## config.mk

```make
export PLATFORM = sky130hd
export DESIGN_NAME = corescore_collector_uart
export DESIGN_NICKNAME = d
export VERILOG_FILES = /design/src/rtl/corescore_collector_uart.sv
export SDC_FILE = /design/constraint.sdc
export NUM_CORES = 1
export LEC_CHECK = 0
export CAP_MARGIN = 20
export CORE_ASPECT_RATIO = 1.1
export CORE_UTILIZATION = 40
export DETAILED_ROUTE_END_ITERATION = 6
export HOLD_SLACK_MARGIN = 0.1
export PLACE_DENSITY = 0.57
export SYNTH_ARGS = -nofsm -noshare
export SYNTH_HDL_FRONTEND = slang
export SYNTH_SLANG_ARGS = --single-unit
```

## constraint.sdc

```tcl
create_clock -name i_clk -period 5.2 [get_ports i_clk]
set_input_delay 0.52 -clock i_clk [delete_from_list [all_inputs] [get_ports i_clk]]
set_output_delay 0.52 -clock i_clk [all_outputs]
set_load 0.05 [all_outputs]
```

## src/rtl/corescore_collector_uart.sv

```systemverilog
// ============================================================================
// Module   : corescore_collector_uart
// Brief    : 8N1 UART receiver with valid/ready byte output. Optional 2-of-3
//            majority bit sampling via CORESCORE_COLLECTOR_UART_MAJORITY_EN.
// Revision : 1.0 - initial release
// ============================================================================
`default_nettype none

module corescore_collector_uart #(
   parameter int CLK_FREQ_HZ = 16000000,
   parameter int BAUD_RATE   = 1000000
) (
   input  logic       i_clk,
   input  logic       i_rst_n,
   input  logic       i_uart_rx,
   output logic [7:0] o_data,
   output logic       o_valid,
   input  logic       i_ready,
   output logic       o_frame_err,
   output logic       o_overrun
);

   localparam int c_BIT  = CLK_FREQ_HZ / BAUD_RATE;
   localparam int c_HALF = c_BIT / 2;
   localparam int c_CW   = $clog2(c_BIT) + 1;

   localparam logic [c_CW-1:0] c_LOAD_START = c_CW'(c_HALF - 1);
`ifdef CORESCORE_COLLECTOR_UART_MAJORITY_EN
   // Decisions land one cycle after the tick, so reload one less to keep bit pitch.
   localparam logic [c_CW-1:0] c_LOAD_BIT   = c_CW'(c_BIT - 2);
`else
   localparam logic [c_CW-1:0] c_LOAD_BIT   = c_CW'(c_BIT - 1);
`endif

   if (c_BIT < 4) begin : g_bit_check
      $error("corescore_collector_uart: CLK_FREQ_HZ/BAUD_RATE must be >= 4");
   end

`ifdef CORESCORE_COLLECTOR_UART_MAJORITY_EN
   if (c_BIT < 6) begin : g_maj_check
      $error("corescore_collector_uart: majority sampling needs CLK_FREQ_HZ/BAUD_RATE >= 6");
   end
`endif

   typedef enum logic [2:0] {
      S_IDLE       = 3'd0,
      S_START      = 3'd1,
      S_DATA       = 3'd2,
      S_STOP       = 3'd3,
      S_BREAK_WAIT = 3'd4
   } state_t;

   state_t            r_state;
   state_t            w_state_nxt;
   logic [c_CW-1:0]   r_cnt;
   logic [c_CW-1:0]   w_cnt_nxt;
   logic [2:0]        r_idx;
   logic [2:0]        w_idx_nxt;
   logic [7:0]        r_shift;
   logic [7:0]        w_shift_nxt;
   logic              r_rx_meta;
   logic              r_rx_s;
   logic              w_decide;
   logic              w_sample;
   logic              w_good;
   logic              w_ferr;

   always_ff @(posedge i_clk or negedge i_rst_n) begin
      if (!i_rst_n) begin
         r_rx_meta <= 1'b1;
         r_rx_s    <= 1'b1;
      end else begin
         r_rx_meta <= i_uart_rx;
         r_rx_s    <= r_rx_meta;
      end
   end

`ifdef CORESCORE_COLLECTOR_UART_MAJORITY_EN
   logic r_rx_d1;
   logic r_rx_d2;
   logic r_pend;

   // r_pend marks the cycle after a tick, when all three samples are available.
   always_ff @(posedge i_clk or negedge i_rst_n) begin
      if (!i_rst_n) begin
         r_rx_d1 <= 1'b1;
         r_rx_d2 <= 1'b1;
         r_pend  <= 1'b0;
      end else begin
         r_rx_d1 <= r_rx_s;
         r_rx_d2 <= r_rx_d1;
         r_pend  <= (r_cnt == '0) && !r_pend &&
                    ((r_state == S_START) || (r_state == S_DATA) || (r_state == S_STOP));
      end
   end

   assign w_decide = r_pend;
   assign w_sample = (r_rx_s & r_rx_d1) | (r_rx_s & r_rx_d2) | (r_rx_d1 & r_rx_d2);
`else
   assign w_decide = (r_cnt == '0);
   assign w_sample = r_rx_s;
`endif

   always_ff @(posedge i_clk or negedge i_rst_n) begin
      if (!i_rst_n) begin
         r_state <= S_IDLE;
         r_cnt   <= '0;
         r_idx   <= '0;
         r_shift <= '0;
      end else begin
         r_state <= w_state_nxt;
         r_cnt   <= w_cnt_nxt;
         r_idx   <= w_idx_nxt;
         r_shift <= w_shift_nxt;
      end
   end

   always_comb begin
      w_state_nxt = r_state;
      w_cnt_nxt   = (r_cnt != '0) ? (r_cnt - c_CW'(1)) : r_cnt;
      w_idx_nxt   = r_idx;
      w_shift_nxt = r_shift;
      w_good      = 1'b0;
      w_ferr      = 1'b0;
      case (r_state)
         S_IDLE: begin
            if (!r_rx_s) begin
               w_state_nxt = S_START;
               w_cnt_nxt   = c_LOAD_START;
            end
         end
         S_START: begin
            if (w_decide) begin
               if (w_sample) begin
                  w_state_nxt = S_IDLE;
                  w_cnt_nxt   = '0;
               end else begin
                  w_state_nxt = S_DATA;
                  w_cnt_nxt   = c_LOAD_BIT;
                  w_idx_nxt   = '0;
               end
            end
         end
         S_DATA: begin
            if (w_decide) begin
               w_shift_nxt = {w_sample, r_shift[7:1]};
               w_cnt_nxt   = c_LOAD_BIT;
               if (r_idx == 3'd7) begin
                  w_state_nxt = S_STOP;
               end else begin
                  w_idx_nxt = r_idx + 3'd1;
               end
            end
         end
         S_STOP: begin
            // Leaving at mid-stop gives the next start edge maximum slack.
            if (w_decide) begin
               w_cnt_nxt = '0;
               if (w_sample) begin
                  w_good      = 1'b1;
                  w_state_nxt = S_IDLE;
               end else begin
                  w_ferr      = 1'b1;
                  w_state_nxt = S_BREAK_WAIT;
               end
            end
         end
         S_BREAK_WAIT: begin
            if (r_rx_s) begin
               w_state_nxt = S_IDLE;
               w_cnt_nxt   = '0;
            end
         end
         default: begin
            w_state_nxt = S_IDLE;
            w_cnt_nxt   = '0;
         end
      endcase
   end

   always_ff @(posedge i_clk or negedge i_rst_n) begin
      if (!i_rst_n) begin
         o_data      <= '0;
         o_valid     <= 1'b0;
         o_frame_err <= 1'b0;
         o_overrun   <= 1'b0;
      end else begin
         o_frame_err <= w_ferr;
         o_overrun   <= 1'b0;
         if (w_good) begin
            if (o_valid && !i_ready) begin
               o_overrun <= 1'b1;
            end else begin
               o_data  <= r_shift;
               o_valid <= 1'b1;
            end
         end else if (o_valid && i_ready) begin
            o_valid <= 1'b0;
         end
      end
   end

endmodule

`default_nettype wire
```

==> results.json, run 1 <==
{
  "track_usage_pct": 15.1,
  "fin_util_pct": 49.0,
  "p_sw_share_pct": 35.7,
  "antenna_found_initial": 0,
  "critical_path_class": "reg -> reg",
  "die_x_um": 60.5,
  "crit_required_ns": 5.36,
  "critPathBufInv": 1,
  "crit_family": "simple AND/OR/NAND/NOR gates",
  "setup_slack_ns": 2.42,
  "crit_slowest_cell": "nor4b_4",
  "endpoint_kind": "flip-flop",
  "crit_chain": "inv_1 -> ha_1 -> nor4b_4 -> nand4_1 -> nor2b_1 -> mux2_1",
  "h-tree-depth": 2,
  "final_cell_mix": "dfrtp_1 (30), clkdlybuf4s50_1 (14), nor2_1 (13)",
  "synth.net_count": 139,
  "min_path_type": "reg -> reg",
  "clock-sinks": 32,
  "netlist_area_um2": 1510,
  "clock_path_buffers": 2,
  "drv_cap": 0,
  "numPortBuffers": 14,
  "hold_viol": 0,
  "cts_hold_buf": 0,
  "intPower_mw": 0.501,
  "vias": 1014,
  "ctsResizeCount": 0,
  "outcome": "finished, final reports clean",
  "start_util_pct": 41.6,
  "rr_worst_depth": 6,
  "synth_area_per_cell_um2": 11.6,
  "dp_cells": 189,
  "worst_slew_pin_slew_ns": 0.753,
  "io_pins": 15,
  "synth-seq-area-share_pct": 53.3,
  "dieHeight_um": 66.4,
  "slew_headroom_pct": 49.6,
  "fin_cells": 197,
  "rows": 23,
  "synthesis.yosys.warnings": 0,
  "wl_met2_um": 1290,
  "fin_hold_ws_ns": 0.360,
  "crit_fanout": 15,
  "setup_viol": 0,
  "grt_max_degree": 33,
  "synthFlopType": "dfrtp_1",
  "critical_path_depth": 6,
  "place_congestion": 0.787,
  "insertion_delay_ns": 0.27,
  "p_per_area_nw_per_um2": 438,
  "drive_gt1_share_pct": 15.0,
  "place_hpwl_um": 1790,
  "p_leak_nw": 0.814,
  "cp-start-kind": "flip-flop",
  "pwr-share-comb_pct": 31.6,
  "areaGrowthSynthToFinish_pct": 17.9,
  "syn_inst": 130,
  "routed_wl_um": 2660,
  "synthDistinctLibCells": 39,
  "cts_setup_buffers": 0,
  "cts_buffers": 5,
  "vdd_drop_max_uv": 290,
  "core_um2": 3630,
  "min_delay_path_depth": 0,
  "layout_commonest_cell": "dfrtp_1",
  "place_ws_ns": 2.43,
  "synth-seq-cells": 32,
  "path_clk_slew_ns": 0.07,
  "grt_pass1_wl_um": 4380,
  "fin_nets": 155,
  "final_cell_area_um2": 1780,
  "rsz0062_at_grt": "no",
  "pwr-share-clk_pct": 23.5,
  "antenna_cells": 0,
  "place_area_um2": 1690,
  "finalSetupTns_ns": 0,
  "clock.fmax_mhz": 360,
  "route.detailed.wl_per_inst_um": 13.5,
  "slowest_delay_ns": 0.65,
  "first_global_vias": 926,
  "drt-pass1-iter-count": 4,
  "top_layer_used": "met4",
  "root_buffer": "clkbuf_8",
  "arrival_ns": 2.94,
  "min_period_over_period_pct": 53.4,
  "via_per_inst": 5.15,
  "power_frac_seq_pct": 44.9,
  "synthArstFlopShare_pct": 100,
  "cts_tree": "yes",
  "synth_edf_count": 0,
  "overflow": 0,
  "drv_slew": 0,
  "p_switching_mw": 0.278,
  "power_mw": 0.779,
  "fin_crit_ns": 2.78,
  "drt-initial-drc-count": 34,
  "met1_length_um": 1280,
  "detail-route-antenna-nets": 0,
  "finalClockSkew_ns": 0.00337,
  "drc": 0,
  "met3_length_um": 75,
  "die_area_um2": 4020
}
cell families after synthesis:
kind of cell | after synthesis | synth area share, %
compound gates | 24 | 10.8
xor+xnor | 2 | 1.16
fa+ha+maj | 6 | 4.81
buf+inv | 10 | 2.82
flops | 32 | 53.3
mux | 18 | 13.4
simple gates | 38 | 13.8
routing by layer:
layer	global-route usage, %	vias up
li1	-	497
met1	20.6	504
met2	22.9	11
met3	4.70	2
met4	4.26	0
met5	0	-
power groups by stage:
stage / registers (mW) / clock network [mW] / logic (mW)
3_3_place_gp: 0.351 / 0 / 0.239
3_5_place_dp: 0.354 / 0 / 0.245
4_1_cts: 0.349 / 0.190 / 0.249
2_1_floorplan: 0.346 / 0 / 0.191
5_1_grt: 0.358 / 0.200 / 0.281
6_report: 0.349 / 0.183 / 0.246
cells in the mapped netlist, types with 3 or more instances:
| cell | count | area share [%] |
|---|---|---|
| mux2_2 | 9 | 6.7 |
| ha_1 | 5 | 4.1 |
| inv_1 | 3 | 0.75 |
| nor3_1 | 3 | 1.0 |
| nor2_1 | 13 | 3.2 |
| a21oi_1 | 3 | 1.0 |
| o21ai_0 | 7 | 2.3 |
| clkbuf_1 | 4 | 1.0 |
| dfrtp_1 | 30 | 50 |
| nand2_1 | 6 | 1.5 |
| mux2_1 | 8 | 6.0 |
| nand2b_1 | 3 | 1.2 |
final timing paths:
path                       startpoint   endpoint  slack [ns]
hold reg to reg             r_rx_meta     r_rx_s        0.36
setup / recovery             r_cnt[0]  o_data[7]        2.42
setup reg to reg             r_cnt[0]  o_data[7]        2.42
max in group asynchronous     i_rst_n  r_rx_meta        4.25
hold / removal              r_rx_meta     r_rx_s        0.36
min in group asynchronous     i_rst_n   r_cnt[0]        0.63
flip-flops by register name (all words and copies together) (netlist names):
name and flops:
o_data 8, r_shift 8, r_cnt 5, r_idx 3
o_valid 1, o_frame_err 1, r_state 3, r_rx_s 1
o_overrun 1, r_rx_meta 1
worst reg2reg max path, delay by kind of cell, from the launching register on:
family / cells / cell delay, ns
buf+inv: 1 / 0.10
mux: 1 / 0.39
flops: 1 / 0.41
simple gates: 3 / 1.53
fa+ha+maj: 1 / 0.22
final cells by class:
cell class / count / area, um2
multi-input cells: 88 / 662
flip-flops and latches: 32 / 803
clock buffers: 5 / 68.8
well taps: 50 / 62.6
clock inverters: 3 / 18.8
fillers: 368 / 1850
inverters: 4 / 15.0
repair buffers: 15 / 148
Note: power is estimated with default switching activity, not from simulation.
==> run 2, diff against run 1 <==
Settings changed: PLACE_DENSITY 0.57 to 0.6.
Clock period 5.2 ns to 2.35 ns, I/O delays scaled along.
==> results.json, run 2 (synthesized netlist as in run 1, its figures left out) <==
{
  "outcome": "finished, final reports clean",
  "hold_viol": 0,
  "layout_commonest_cell": "dfrtp_1",
  "place_ws_ns": 0.197,
  "crit_family": "simple AND/OR/NAND/NOR gates",
  "p_leak_nw": 0.847,
  "crit_required_ns": 2.51,
  "numPortBuffers": 14,
  "fin_crit_ns": 2.09,
  "root_buffer": "clkbuf_8",
  "crit_fanout": 8,
  "final_cell_mix": "dfrtp_1 (30), clkdlybuf4s50_1 (14), nor2_1 (13)",
  "drv_cap": 0,
  "drt-pass1-iter-count": 4,
  "fin_cells": 202,
  "dp_cells": 194,
  "critPathBufInv": 3,
  "critical_path_class": "reg -> reg",
  "start_util_pct": 41.6,
  "die_area_um2": 4020,
  "rows": 23,
  "core_um2": 3630,
  "grt_pass1_wl_um": 4920,
  "clock_path_buffers": 2,
  "cpMostUsedCell": "buf_4",
  "path_clk_slew_ns": 0.07,
  "place_hpwl_um": 1920,
  "route.detailed.wl_per_inst_um": 13.7,
  "reg_top3": "o_data x8, r_shift x8, r_cnt x5",
  "drt-initial-drc-count": 33,
  "finalSetupTns_ns": 0,
  "p_per_area_nw_per_um2": 991,
  "min_path_type": "in -> async",
  "arrival_ns": 2.25,
  "insertion_delay_ns": 0.28,
  "cts_hold_buf": 0,
  "routed_wl_um": 2760,
  "detail-route-antenna-nets": 0,
  "io_pins": 15,
  "vias": 1035,
  "setup_viol": 0,
  "areaGrowthSynthToFinish_pct": 21.5,
  "cts_tree": "yes",
  "clock-sinks": 32,
  "slew_headroom_pct": 66.0,
  "antenna_found_initial": 0,
  "crit_chain": "inv_1 -> ha_1 -> nor4b_4 -> buf_4 -> nand4_1 -> nor2b_1 -> buf_4 -> mux2_1",
  "h-tree-depth": 2,
  "rsz0062_at_grt": "no",
  "via_per_inst": 5.12,
  "cts_buffers": 5,
  "endpoint_kind": "flip-flop",
  "cp-start-kind": "flip-flop",
  "min_period_over_period_pct": 89.1,
  "clock.fmax_mhz": 478,
  "drv_slew": 0,
  "fin_nets": 161,
  "dieHeight_um": 66.4,
  "fillers": 350,
  "grt_max_degree": 33,
  "antenna_cells": 0,
  "place_congestion": 0.760,
  "overflow": 0,
  "finalClockSkew_ns": 0.00506,
  "setup_slack_ns": 0.256,
  "crit_slowest_cell": "dfrtp_1",
  "drive_gt1_share_pct": 17.8,
  "first_global_vias": 1125,
  "slowest_delay_ns": 0.40,
  "worst_slew_pin_slew_ns": 0.506,
  "die_x_um": 60.5,
  "vdd_drop_max_uv": 699,
  "track_usage_pct": 17.1,
  "drc": 0
}
run 2: cell count changes in the layout (fill, tap and decap cells not counted), sizes merged:
cell and delta:
buf +6, clkinv -3, clkbuf +2
run 2: layout make-up:
cell class	instances	area [um2]	area share, %
inverters	4	15.0	0.820
well taps	50	62.6	3.42
multi-input cells	88	662	36.1
repair buffers	21	193	10.5
clock buffers	7	96.3	5.26
flip-flops and latches	32	803	43.9
run 2: report_power, final:
group,total (mW),internal (mW),switching (mW)
sequential,0.750,0.645,0.105
combinational,0.611,0.291,0.320
clock,0.455,0.261,0.194
run 2: per-layer routing:
layer | vias to the layer above | share of wire [%] | track usage [%]
met5 | - | 0 | 0
met4 | 0 | 1.5 | 10.2
met3 | 4 | 3.7 | 4.50
met2 | 23 | 49 | 26.6
met1 | 502 | 45 | 20.7
li1 | 506 | - | -
run 2: through the flow:
step	hold WS [ns]	power (mW)	cell area (um2)	util, %
final	0.354	1.82	1830	50.5
after global routing	0.365	1.95	1830	50.5
after CTS	0.361	1.81	1820	50.3
after detailed placement	0.348	1.36	1730	47.7
after global placement	0.347	1.33	1730	47.7
after floorplan	-0.0606	1.19	1510	-
run 2: worst register-to-register path, cell delays in order (launching register included):
cell,delay (ns)
dfrtp_1,0.40
inv_1,0.10
ha_1,0.23
nor4b_4,0.25
buf_4,0.17
nand4_1,0.15
nor2b_1,0.15
buf_4,0.18
mux2_1,0.33
run 2: final timing paths:
path	slack [ns]	start	to	cells past startpoint
setup reg to reg	0.26	r_cnt[0]	o_data[5]	8
setup / recovery	0.26	r_cnt[0]	o_data[5]	8
max in group asynchronous	1.68	i_rst_n	r_rx_s	2
hold reg to reg	0.36	r_rx_meta	r_rx_s	0
hold / removal	0.35	i_rst_n	r_cnt[4]	2
min in group i_clk	0.36	r_rx_meta	r_rx_s	0
run 2: repair_timing:
item	4_1_cts	5_1_grt
gates resized for setup	0	0
setup buffers	0	1
endpoints found under the setup margin	0	1
